==> config.mk <==
export PLATFORM = sky130hd
export DESIGN_NAME = mycpu_mem_wb
export DESIGN_NICKNAME = d
export VERILOG_FILES = /design/src/rtl/mycpu_mem_wb.sv
export SDC_FILE = /design/constraint.sdc
export NUM_CORES = 1
export LEC_CHECK = 0
export ABC_AREA = 1
export BUFFER_PORTS_ARGS = -buffer_cell sky130_fd_sc_hd__buf_2
export CAP_MARGIN = 20
export CORE_MARGIN = 2
export CORE_UTILIZATION = 54
export DETAILED_ROUTE_END_ITERATION = 7
export PLACE_DENSITY = 0.86
export RECOVER_POWER = 50
export SLEW_MARGIN = 20
export SYNTH_ARGS = -nofsm -noshare
export SYNTH_HDL_FRONTEND = slang
export SYNTH_SLANG_ARGS = --single-unit
==> constraint.sdc <==
create_clock -name clk -period 16.45 [get_ports clk]
set_input_delay 4.1125 -clock clk [delete_from_list [all_inputs] [get_ports clk]]
set_output_delay 4.1125 -clock clk [all_outputs]
set_load 0.005 [all_outputs]
==> src/rtl/mycpu_mem_wb.sv <==
// mycpu_mem_wb: MEM + WB stages of the 5-stage MIPS pipe with SRAM lane alignment and bypass tags
module mycpu_mem_wb #(
  parameter logic [31:0] RESET_PC = 32'h0
) (
  input  logic        clk,
  input  logic        rst,
  input  logic        ex_valid,
  input  logic [31:0] ex_pc,
  input  logic [31:0] ex_result,
  input  logic [31:0] ex_store_data,
  input  logic [4:0]  ex_target_reg,
  input  logic        ex_wen,
  input  logic [5:0]  ex_c8,
  output logic        data_sram_en,
  output logic [3:0]  data_sram_wen,
  output logic [31:0] data_sram_addr,
  output logic [31:0] data_sram_wdata,
  input  logic [31:0] data_sram_rdata,
  output logic        rf_wen,
  output logic [4:0]  rf_waddr,
  output logic [31:0] rf_wdata,
  output logic [5:0]  target_minus2,
  output logic [5:0]  target_minus3,
  output logic [31:0] mem2wb_cont,
  output logic [31:0] wb_cont,
  output logic        addr_err,
  output logic [31:0] debug_wb_pc,
  output logic [3:0]  debug_wb_rf_wen
);
  logic        ld, st, mis;
  logic [2:0]  sz;
  logic [1:0]  a;
  logic [4:0]  sh, shl;
  assign ld = ex_c8[5];
  assign st = ex_c8[4];
  assign sz = ex_c8[3:1];
  assign a = ex_result[1:0];
  assign sh = {a, 3'b000};
  assign shl = {~a, 3'b000};
  assign mis = (ld | st) & ((sz == 3'b001 & a[0]) | (sz == 3'b010 & a != 2'b00));
  assign data_sram_en = ex_valid & (ld | st) & ~mis & ~rst;
  assign data_sram_addr = ex_result;
  assign data_sram_wen = ~(data_sram_en & st) ? 4'b0000 :
                         sz == 3'b000 ? 4'b0001 << a :
                         sz == 3'b001 ? (a[1] ? 4'b1100 : 4'b0011) :
                         sz == 3'b011 ? 4'b1111 >> ~a :
                         sz == 3'b100 ? 4'b1111 << a : 4'b1111;
  assign data_sram_wdata = sz == 3'b000 ? {4{ex_store_data[7:0]}} :
                           sz == 3'b001 ? {2{ex_store_data[15:0]}} :
                           sz == 3'b011 ? ex_store_data >> shl :
                           sz == 3'b100 ? ex_store_data << sh : ex_store_data;
  logic        m_valid, m_wen, m_ld, m_sign, m_mis;
  logic [2:0]  m_sz;
  logic [4:0]  m_reg;
  logic [31:0] m_pc, m_result, m_rt;
  always_ff @(posedge clk or posedge rst) begin
    if (rst) begin
      m_valid <= 1'b0;
      m_wen <= 1'b0;
      m_ld <= 1'b0;
      m_sign <= 1'b0;
      m_mis <= 1'b0;
      m_sz <= 3'b000;
      m_reg <= 5'd0;
      m_pc <= 32'h0;
      m_result <= 32'h0;
      m_rt <= 32'h0;
    end else begin
      m_valid <= ex_valid;
      m_wen <= ex_wen;
      m_ld <= ld;
      m_sign <= ex_c8[0];
      m_mis <= mis;
      m_sz <= sz;
      m_reg <= ex_target_reg;
      m_pc <= ex_pc;
      m_result <= ex_result;
      m_rt <= ex_store_data;
    end
  end
  logic        m_wr;
  logic [1:0]  ma;
  logic [4:0]  msh, mshl;
  logic [7:0]  byte_l;
  logic [15:0] half_l;
  logic [31:0] ld_val, m_val;
  assign m_wr = m_valid & m_wen & ~m_mis & (m_reg != 5'd0);
  assign target_minus2 = m_wr ? {m_ld, m_reg} : 6'b0;
  assign mem2wb_cont = (m_wr & ~m_ld) ? m_result : 32'h0;
  assign ma = m_result[1:0];
  assign msh = {ma, 3'b000};
  assign mshl = {~ma, 3'b000};
  assign byte_l = 8'(data_sram_rdata >> msh);
  assign half_l = ma[1] ? data_sram_rdata[31:16] : data_sram_rdata[15:0];
  // LWL keeps the low rt bytes below the loaded ones; LWR keeps the high rt bytes above them
  assign ld_val = m_sz == 3'b000 ? {{24{m_sign & byte_l[7]}}, byte_l} :
                  m_sz == 3'b001 ? {{16{m_sign & half_l[15]}}, half_l} :
                  m_sz == 3'b011 ? (data_sram_rdata << mshl) | (m_rt & (32'h00FF_FFFF >> msh)) :
                  m_sz == 3'b100 ? (data_sram_rdata >> msh) | (m_rt & ~(32'hFFFF_FFFF >> msh)) :
                  data_sram_rdata;
  assign m_val = m_ld ? ld_val : m_result;
  always_ff @(posedge clk or posedge rst) begin
    if (rst) begin
      rf_wen <= 1'b0;
      rf_waddr <= 5'd0;
      rf_wdata <= 32'h0;
      addr_err <= 1'b0;
      debug_wb_pc <= RESET_PC;
    end else begin
      rf_wen <= m_wr;
      rf_waddr <= m_wr ? m_reg : 5'd0;
      rf_wdata <= m_wr ? m_val : 32'h0;
      addr_err <= m_valid & m_mis;
      debug_wb_pc <= m_valid ? m_pc : debug_wb_pc;
    end
  end
  assign target_minus3 = {1'b0, rf_waddr};
  assign wb_cont = rf_wdata;
  assign debug_wb_rf_wen = {4{rf_wen}};
endmodule
=== Yosys cells after proc, flatten, opt, wreduce, memory -nomap -nowiden ===
Cells that the tools add are included.

* Register bits: 180
* Input port bits: 143
* Output and inout port bits: 220
* Word-level logic and storage cells: 82

* Eq/ne operators: 7
* Shift operators: 9
* Muxes and demuxes: 20
* Bitwise operators: 27
* Reduce and logical (&&, ||, !) cells: 4

{| class="wikitable"
|+ Operator list
! cell !! number
|-
| $mux 32 || 11
|-
| $and 32x32->32 || 2
|-
| $or 32x32->32 || 2
|-
| $shl 32x5->32 || 2
|-
| $shr 32x5->32 || 2
|-
| $not 32->32 || 1
|-
| $shr 24x5->32 const A || 1
|-
| $shr 32x5->32 const A || 1
|-
| $mux 4 || 6
|-
| $mux 16 || 1
|-
| $and 1x1->1 || 14
|-
| $eq 3x2->1 const B || 3
|-
| $eq 3x1->1 const B || 2
|-
| $eq 3x3->1 const B || 2
|-
| $logic_not 3->1 || 2
|-
| $mux 6 || 1
|-
| $mux 5 || 1
|-
| $reduce_bool 5->1 || 1
|-
| $not 1->1 || 4
|-
| $not 2->2 || 2
|-
| $shl 1x2->4 const A || 1
|-
| $shl 4x2->4 const A || 1
|-
| $shr 4x2->4 const A || 1
|-
| $or 1x1->1 || 2
|-
| $reduce_bool 2->1 || 1
|}

=== Logic depth before layout (Yosys ltp) ===
Gate-level depths: netlist of run 1.

* Depth after elaboration: 10
* Mapped depth: 12

=== Worst setup path before layout of run 1 ===
OpenSTA, ideal clock, no wires.

* Path type: in2out
* Start: in ex_result[0]
* End: out data_sram_wdata[14]
* Arrival: 5.094 ns
* Data required time: 12.337 ns
* Path slack: 7.244 ns
* Stages on the path: 8
* Path buffers: 2
* Cells stage by stage: buf_2 > clkbuf_1 > nand2_1 > o21ai_0 > nand2_1 > a21oi_1 > a21oi_1 > o21ai_0

* Longest elaborated chain between the ends: 5

{| class="wikitable"
|+ RTL lines
! item !! RTL line !! RTL
|-
| from (decl) || 9 || <nowiki>input logic [31:0] ex_result,</nowiki>
|-
| $shl 32x5->32 or $not 2->2 (tied branches) || 51, 39 ||
|-
| $mux 32 or $shr 32x5->32 (tied branches) || 51, 50 ||
|-
| $mux 32 * || 50 || <nowiki>sz == 3'b011 ? ex_store_data >> shl :</nowiki>
|-
| $mux 32 * || 49 || <nowiki>sz == 3'b001 ? {2{ex_store_data[15:0]}} :</nowiki>
|-
| $mux 32 * || 48 || <nowiki>assign data_sram_wdata = sz == 3'b000 ? {4{ex_store_data[7:0]}} :</nowiki>
|-
| to (decl) || 17 || <nowiki>output logic [31:0] data_sram_wdata,</nowiki>
|}

Every way passes the cells marked *; elsewhere a longest branch is shown, timed or not.

=== Worst setup path in the final report of run 1 ===
* Start: in ex_result[0]
* End: out data_sram_wdata[0]

Same word-level chain as after synthesis.

==> flow_metrics.tcl, run 1 <==
set metrics [dict create \
    outcome "finished with violations" \
    failed_checks "capacitance limit, slew limit" \
    cp-start-kind "input port" \
    clock-root-buffer "clkbuf_16" \
    synth-edff-count 0 \
    yosys.area.top_type "dfrtp_1" \
    cts.sinks 180 \
    num-fill-cells 1578 \
    drc 0 \
    multi_input_area_um2 4190 \
    worstMarginPinSlew_ns 4.56 \
    dp_hpwl_um 22600 \
    clock_skew_ns 0.0155 \
    via_per_inst 5.48 \
    syn_to_final_growth_pct 18.4 \
    antenna_found_initial 1 \
    whs_ns 0.477 \
    cts_buffer_depth 2 \
    synth_common_cells "nand2_1 (404), dfrtp_1 (180), nand3_1 (130)" \
    grt_usage 0.318 \
    crit_arrival_ns 7.34 \
    finalMaxSlewViolations 210 \
    clk_latency_ns 0.43 \
    cp-end-kind "primary output" \
    numPortBuffers 361 \
    htree_num_levels 4 \
    yosys-top-cells-area "dfrtp_1 (45%), nand2_1 (15%), nand3_1 (6.5%)" \
    synth_seq_area_share 0.452 \
    register_area_um2 4500 \
    gp_congestion 0.965 \
    ys.warnings.count 0 \
    peakVddDrop_mv 0.0690 \
    synth_top_area_frac 0.452 \
    grt_start_max_net_pins 110 \
    ys.flop_type "dfrtp_1" \
    yosys.cell_types.count 32 \
    clock.fmax_mhz 87.3 \
    rsz0062_at_grt "false" \
    slew_headroom -2.06 \
    rows 49 \
    die_x_um 140 \
    overflow 0 \
    cts_post_setup_buffers_inserted 0 \
    die_area_um2 19600 \
    syn-instance-count 1316 \
    vias 9902 \
    io_pins 363 \
    yosys_register_bits 180 \
    numCtsBuffers 17 \
    core-area_um2 18000 \
    dr.pass1.iters 6 \
    syn_area_per_cell_um2 7.57 \
    cp_max_fo 65 \
    drv.max_cap_violation_count 3 \
    min_period_over_period 0.696 \
    layout-drive-gt1-share 0.252 \
    routed_wl_um 31400 \
    ctsResizeCount 0 \
    routedWlPerCell_um 17.4 \
    initial_utilization 0.553 \
    cts_tree "built" \
    grt_pass1_vias 8958 \
    synth_area_um2 9960 \
    ctsHoldBuffers 0 \
    drt-initial-drc-count 1004 \
    die_h_um 140 \
    synth_most_common_cell "nand2_1" \
    p_leak_uw 0.00649 \
    grt_first_pass_wirelength_um 49300 \
    nets 1706 \
    hold_viol 0 \
    r2r_slack_ns 13.51 \
    p_per_area_nw_per_um2 93.8 \
    setup_viol 0 \
    synthArstFlopShare 1.00 \
    crit_required_ns 12.34 \
    timing.setup.tns_ns 0 \
    ant_nets 0 \
    syn-num-nets 1459 \
    worstSetupPathType "in2out" \
    clkTransAtPathRegs_ns 0.07 \
    hold_class "reg2reg" \
    period_needed_ns 11.46 \
]
==> routing by layer <==
metal | part of all wire | GRT usage | routed length [um]
met4 | 0.024 | 0.104 | 745
met2 | 0.48 | 0.522 | 15200
met5 | 0 | 0 | 0
met1 | 0.40 | 0.440 | 12400
met3 | 0.098 | 0.0423 | 3070
==> kinds of logic after synthesis <==
family | count (synthesis) | share of synthesized area
simple gates | 656 | 0.275
buf+inv | 243 | 0.127
compound gates | 204 | 0.109
flops | 180 | 0.452
mux | 32 | 0.0362
other cells | 1 | 0.000376
==> worst paths after layout <==
check | start | to | cells after the start
worst max-delay path | ex_result[0] | data_sram_wdata[0] | 7
max in group asynchronous | rst | m_result[14] | 3
worst max register to register | m_sz[2] | rf_wdata[8] | 8
worst min-delay path | m_result[20] | rf_wdata[20] | 2
worst min register to register | m_result[20] | rf_wdata[20] | 2
min in group asynchronous | rst | m_pc[20] | 2
==> area by class of cell <==
cell class | count | area share
antenna | 1 | 0.000212
timing repair buffer | 368 | 0.151
multi-input combinational | 893 | 0.355
clock buffer | 17 | 0.0361
sequential | 180 | 0.382
clock inverter | 15 | 0.0188
inverter | 103 | 0.0331
tap | 229 | 0.0243
==> layout by cell type, fill, tap and decap left out, types with 17 or more instances in the layout <==
cell / synthesis / routed
nand2_1: 404 / 405
o21ai_0: 117 / 118
nor2_1: 85 / 86
clkbuf_1: 25 / 63
clkbuf_16: 0 / 17
inv_1: 90 / 90
nand3_1: 130 / 131
buf_2: 35 / 299
dfrtp_1: 180 / 180
mux2_2: 32 / 32
a21oi_1: 59 / 59
==> critical path: stages <==
cell and delay [ns]:
clkbuf_1 1.70, inv_1 0.42, a21oi_1 0.28, clkinv_1 0.31, nand3_1 0.15, o21ai_0 0.16
buf_2 0.20
==> per-stage QoR <==
| step | cell area, um2 | worst slack [ns] | util | total power, uW | instances |
|---|---|---|---|---|---|
| final | 11800 | 4.99 | 0.654 | 1110 | 1806 |
| after global routing | 11800 | 4.69 | 0.654 | 1160 | 1806 |
| after CTS | 11900 | 6.22 | 0.660 | 1110 | 1805 |
| after detailed placement | 11200 | 6.23 | 0.624 | 680 | 1773 |
| after global placement | 11200 | 6.22 | 0.624 | 676 | 1773 |
| after floorplan | 9960 | 7.24 | - | 605 | 1316 |
==> report_power, final <==
group          internal [uW]  switching (uW)  total (uW)
clock                    237             197         434
combinational           71.2             120         191
sequential               469            12.7         482
Power figures use the tool's default switching activity.
==> run 2, diff against run 1 <==
Settings changed: ABC_AREA 1 to 0, CORE_UTILIZATION 54 to 51, PLACE_DENSITY 0.86 to 0.82.
Clock period 16.45 ns to 11.57 ns, I/O delays scaled along.
==> run 2 against run 1 <==
Global-route usage is 3.3 points lower. Critical path depth is 2 lower. Critical endpoint is now data_sram_wdata[15]. First-iteration DRC count is 14% lower. Via count is 13% lower. The run still ends with capacitance limit, slew limit left. Final cell count is 18% lower. Largest cell class is now multi-input combinational cells. Clock power is 33% higher.
==> flow_metrics.tcl, run 2 <==
set metrics [dict create \
    p_leak_uw 0.00575 \
    initial_utilization 0.518 \
    cts_post_setup_buffers_inserted 0 \
    crit_required_ns 8.68 \
    period_needed_ns 8.89 \
    die_x_um 144 \
    r2r_end "rf_wdata[23]" \
    vias 8640 \
    syn_to_final_growth_pct 18.5 \
    cp_max_fo 53 \
    worstSetupPathType "in2out" \
    synth-edff-count 0 \
    cts_tree "built" \
    clkTransAtPathRegs_ns 0.08 \
    final_cells 1486 \
    synthArstFlopShare 1.00 \
    min_period_over_period 0.768 \
    core-area_um2 19400 \
    synth_most_common_cell "dfrtp_1" \
    cp-end-kind "primary output" \
    crit_start "ex_result[1]" \
    io_pins 363 \
    yosys.area.top_type "dfrtp_1" \
    p_int_uw 1090 \
    drt-initial-drc-count 866 \
    combPwrFrac 0.183 \
    die_h_um 144 \
    gp_congestion 0.921 \
    dp.cells 1451 \
    dr.pass1.iters 5 \
    hold_viol 0 \
    p_per_area_nw_per_um2 130 \
    rsz0062_at_grt "false" \
    clock-root-buffer "clkbuf_16" \
    layout-drive-gt1-share 0.363 \
    slew_headroom -0.565 \
    cp-start-kind "input port" \
    ctsHoldBuffers 0 \
    clkPwrFrac 0.373 \
    synth_top_area_frac 0.448 \
    ant_nets 0 \
    num-fill-cells 1695 \
    syn_area_per_cell_um2 10.5 \
    routedWlPerCell_um 20.4 \
    crit_chain "clkbuf_1 > nor2_1 > a221oi_1 > o21ai_0 > buf_2" \
    endpoint "data_sram_wdata[15]" \
    layout_commonest_cell "buf_2" \
    rows 51 \
    cts_buffer_depth 2 \
    htree_num_levels 4 \
    syn-num-nets 1101 \
    worstRegToRegCells 6 \
    overflow 0 \
    synth_area_um2 10000 \
    crit_arrival_ns 5.99 \
    power.switching_uw 458 \
    sw_frac_of_total 0.296 \
    grt_first_pass_wirelength_um 45200 \
    drv.max_cap_violation_count 3 \
    yosys_register_bits 180 \
    numPortBuffers 361 \
    cts.sinks 180 \
    clk_latency_ns 0.43 \
    die_area_um2 20800 \
    crit_buf_inv 2 \
    nets 1348 \
    failed_checks "capacitance limit, slew limit" \
    synth_seq_area_share 0.448 \
    reg2reg_from "m_valid" \
    clock.fmax_mhz 113 \
    worst-path-stages 5 \
    peakVddDrop_mv 0.119 \
    routed_wl_um 30400 \
    drc 0 \
    grt_usage 0.285 \
    yosys.cell_types.count 56 \
    dp_hpwl_um 22000 \
    ys.flop_type "dfrtp_1" \
    r2r_slack_ns 7.50 \
    grt_start_max_net_pins 117 \
    finalMaxSlewViolations 141 \
    ys.warnings.count 0 \
    critPathMaxStageDelay_ns 1.64 \
    antenna_found_initial 3 \
    cpMaxStageDelayCell "clkbuf_1" \
    syn-instance-count 958 \
    setup_viol 0 \
    grt_pass1_vias 7976 \
    hold_class "reg2reg" \
    clock_skew_ns 0.0150 \
    ctsResizeCount 0 \
    mostFrequentLayoutCells "buf_2 (286), dfrtp_1 (178), clkbuf_1 (76)" \
    sequentialPowerShare 0.444 \
    outcome "finished with violations" \
    critical_path.top_delay_family "buffers and inverters" \
    numCtsBuffers 17 \
    yosys-top-cells-area "dfrtp_1 (45%), mux2_2 (7.7%), buf_4 (5.9%)" \
    via_per_inst 5.81 \
    worstMarginPinSlew_ns 2.35 \
    synth_common_cells "dfrtp_1 (180), buf_4 (79), mux2_2 (69)" \
    timing.setup.tns_ns 0 \
]
## run 2: cell count changes after synthesis, moves of 13 or more
cell	delta
nand3_1	-121
o221ai_1	+13
a221oi_1	+14
mux2_2	+37
o21ai_0	-70
mux4_2	+24
inv_1	-75
a31oi_1	+16
nand2_1	-339
and2_1	+30
buf_2	-15
nand2b_1	+24
mux2i_1	+43
nor2_1	-20
## run 2: how the worst min path moves through the flow
stage / slack, ns / cells after the start / start / to
floorplan: 0.45 / 1 / m_mis / addr_err
global placement: 0.46 / 1 / m_pc[28] / debug_wb_pc[28]
detailed placement: 0.46 / 1 / m_pc[13] / debug_wb_pc[13]
CTS: 0.48 / 1 / m_pc[17] / debug_wb_pc[17]
global route: 0.49 / 1 / m_pc[17] / debug_wb_pc[17]
finish: 0.47 / 1 / m_pc[17] / debug_wb_pc[17]
## run 2: final cells by class
type | instances | area (um2) | area share
clock buffers | 18 | 439 | 0.0369
clock inverters | 14 | 175 | 0.0147
inverters | 15 | 63.8 | 0.00536
well taps | 265 | 332 | 0.0279
diodes | 3 | 7.51 | 0.000631
multi-input cells | 620 | 4590 | 0.386
flip-flops and latches | 180 | 4510 | 0.379
repair buffers | 371 | 1780 | 0.150
## run 2: metal layers
metal,vias to the layer above,GRT usage,share of wire,wire length [um]
li1,3887,-,-,-
met1,4150,0.385,0.40,12200
met2,548,0.455,0.47,14400
met3,53,0.0755,0.10,3180
met4,2,0.0797,0.019,574
met5,-,0,0.00043,13
## run 2: through the flow
step                      power, uW  worst slack, ns  instance area, um2  hold WS, ns  utilization
after floorplan                 875            0.986               10000        0.445            -
after global placement          977             3.56               11400        0.456        0.587
after detailed placement        983             3.49               11400        0.462        0.587
after CTS                      1560             3.49               12000        0.478        0.618
after global routing           1620             2.53               11900        0.491        0.613
final                          1550             2.68               11900        0.472        0.614
## run 2: power by group through the flow
stage	Combinational, uW	Sequential (uW)	Clock (uW)
detailed placement	283	700	0
global placement	279	698	0
CTS	285	688	590
finish	284	689	578
floorplan	180	694	0
global route	311	693	615
## run 2: cell families after synthesis
kind of cell / count (synthesis) / share of synthesized area
muxes: 136 / 0.174
AOI/OAI and AO/OA: 242 / 0.159
DFF: 180 / 0.448
and+or+nand+nor: 240 / 0.123
buffers and inverters: 158 / 0.0941
other: 1 / 0.000373
xor gates and xnor gates: 1 / 0.000872
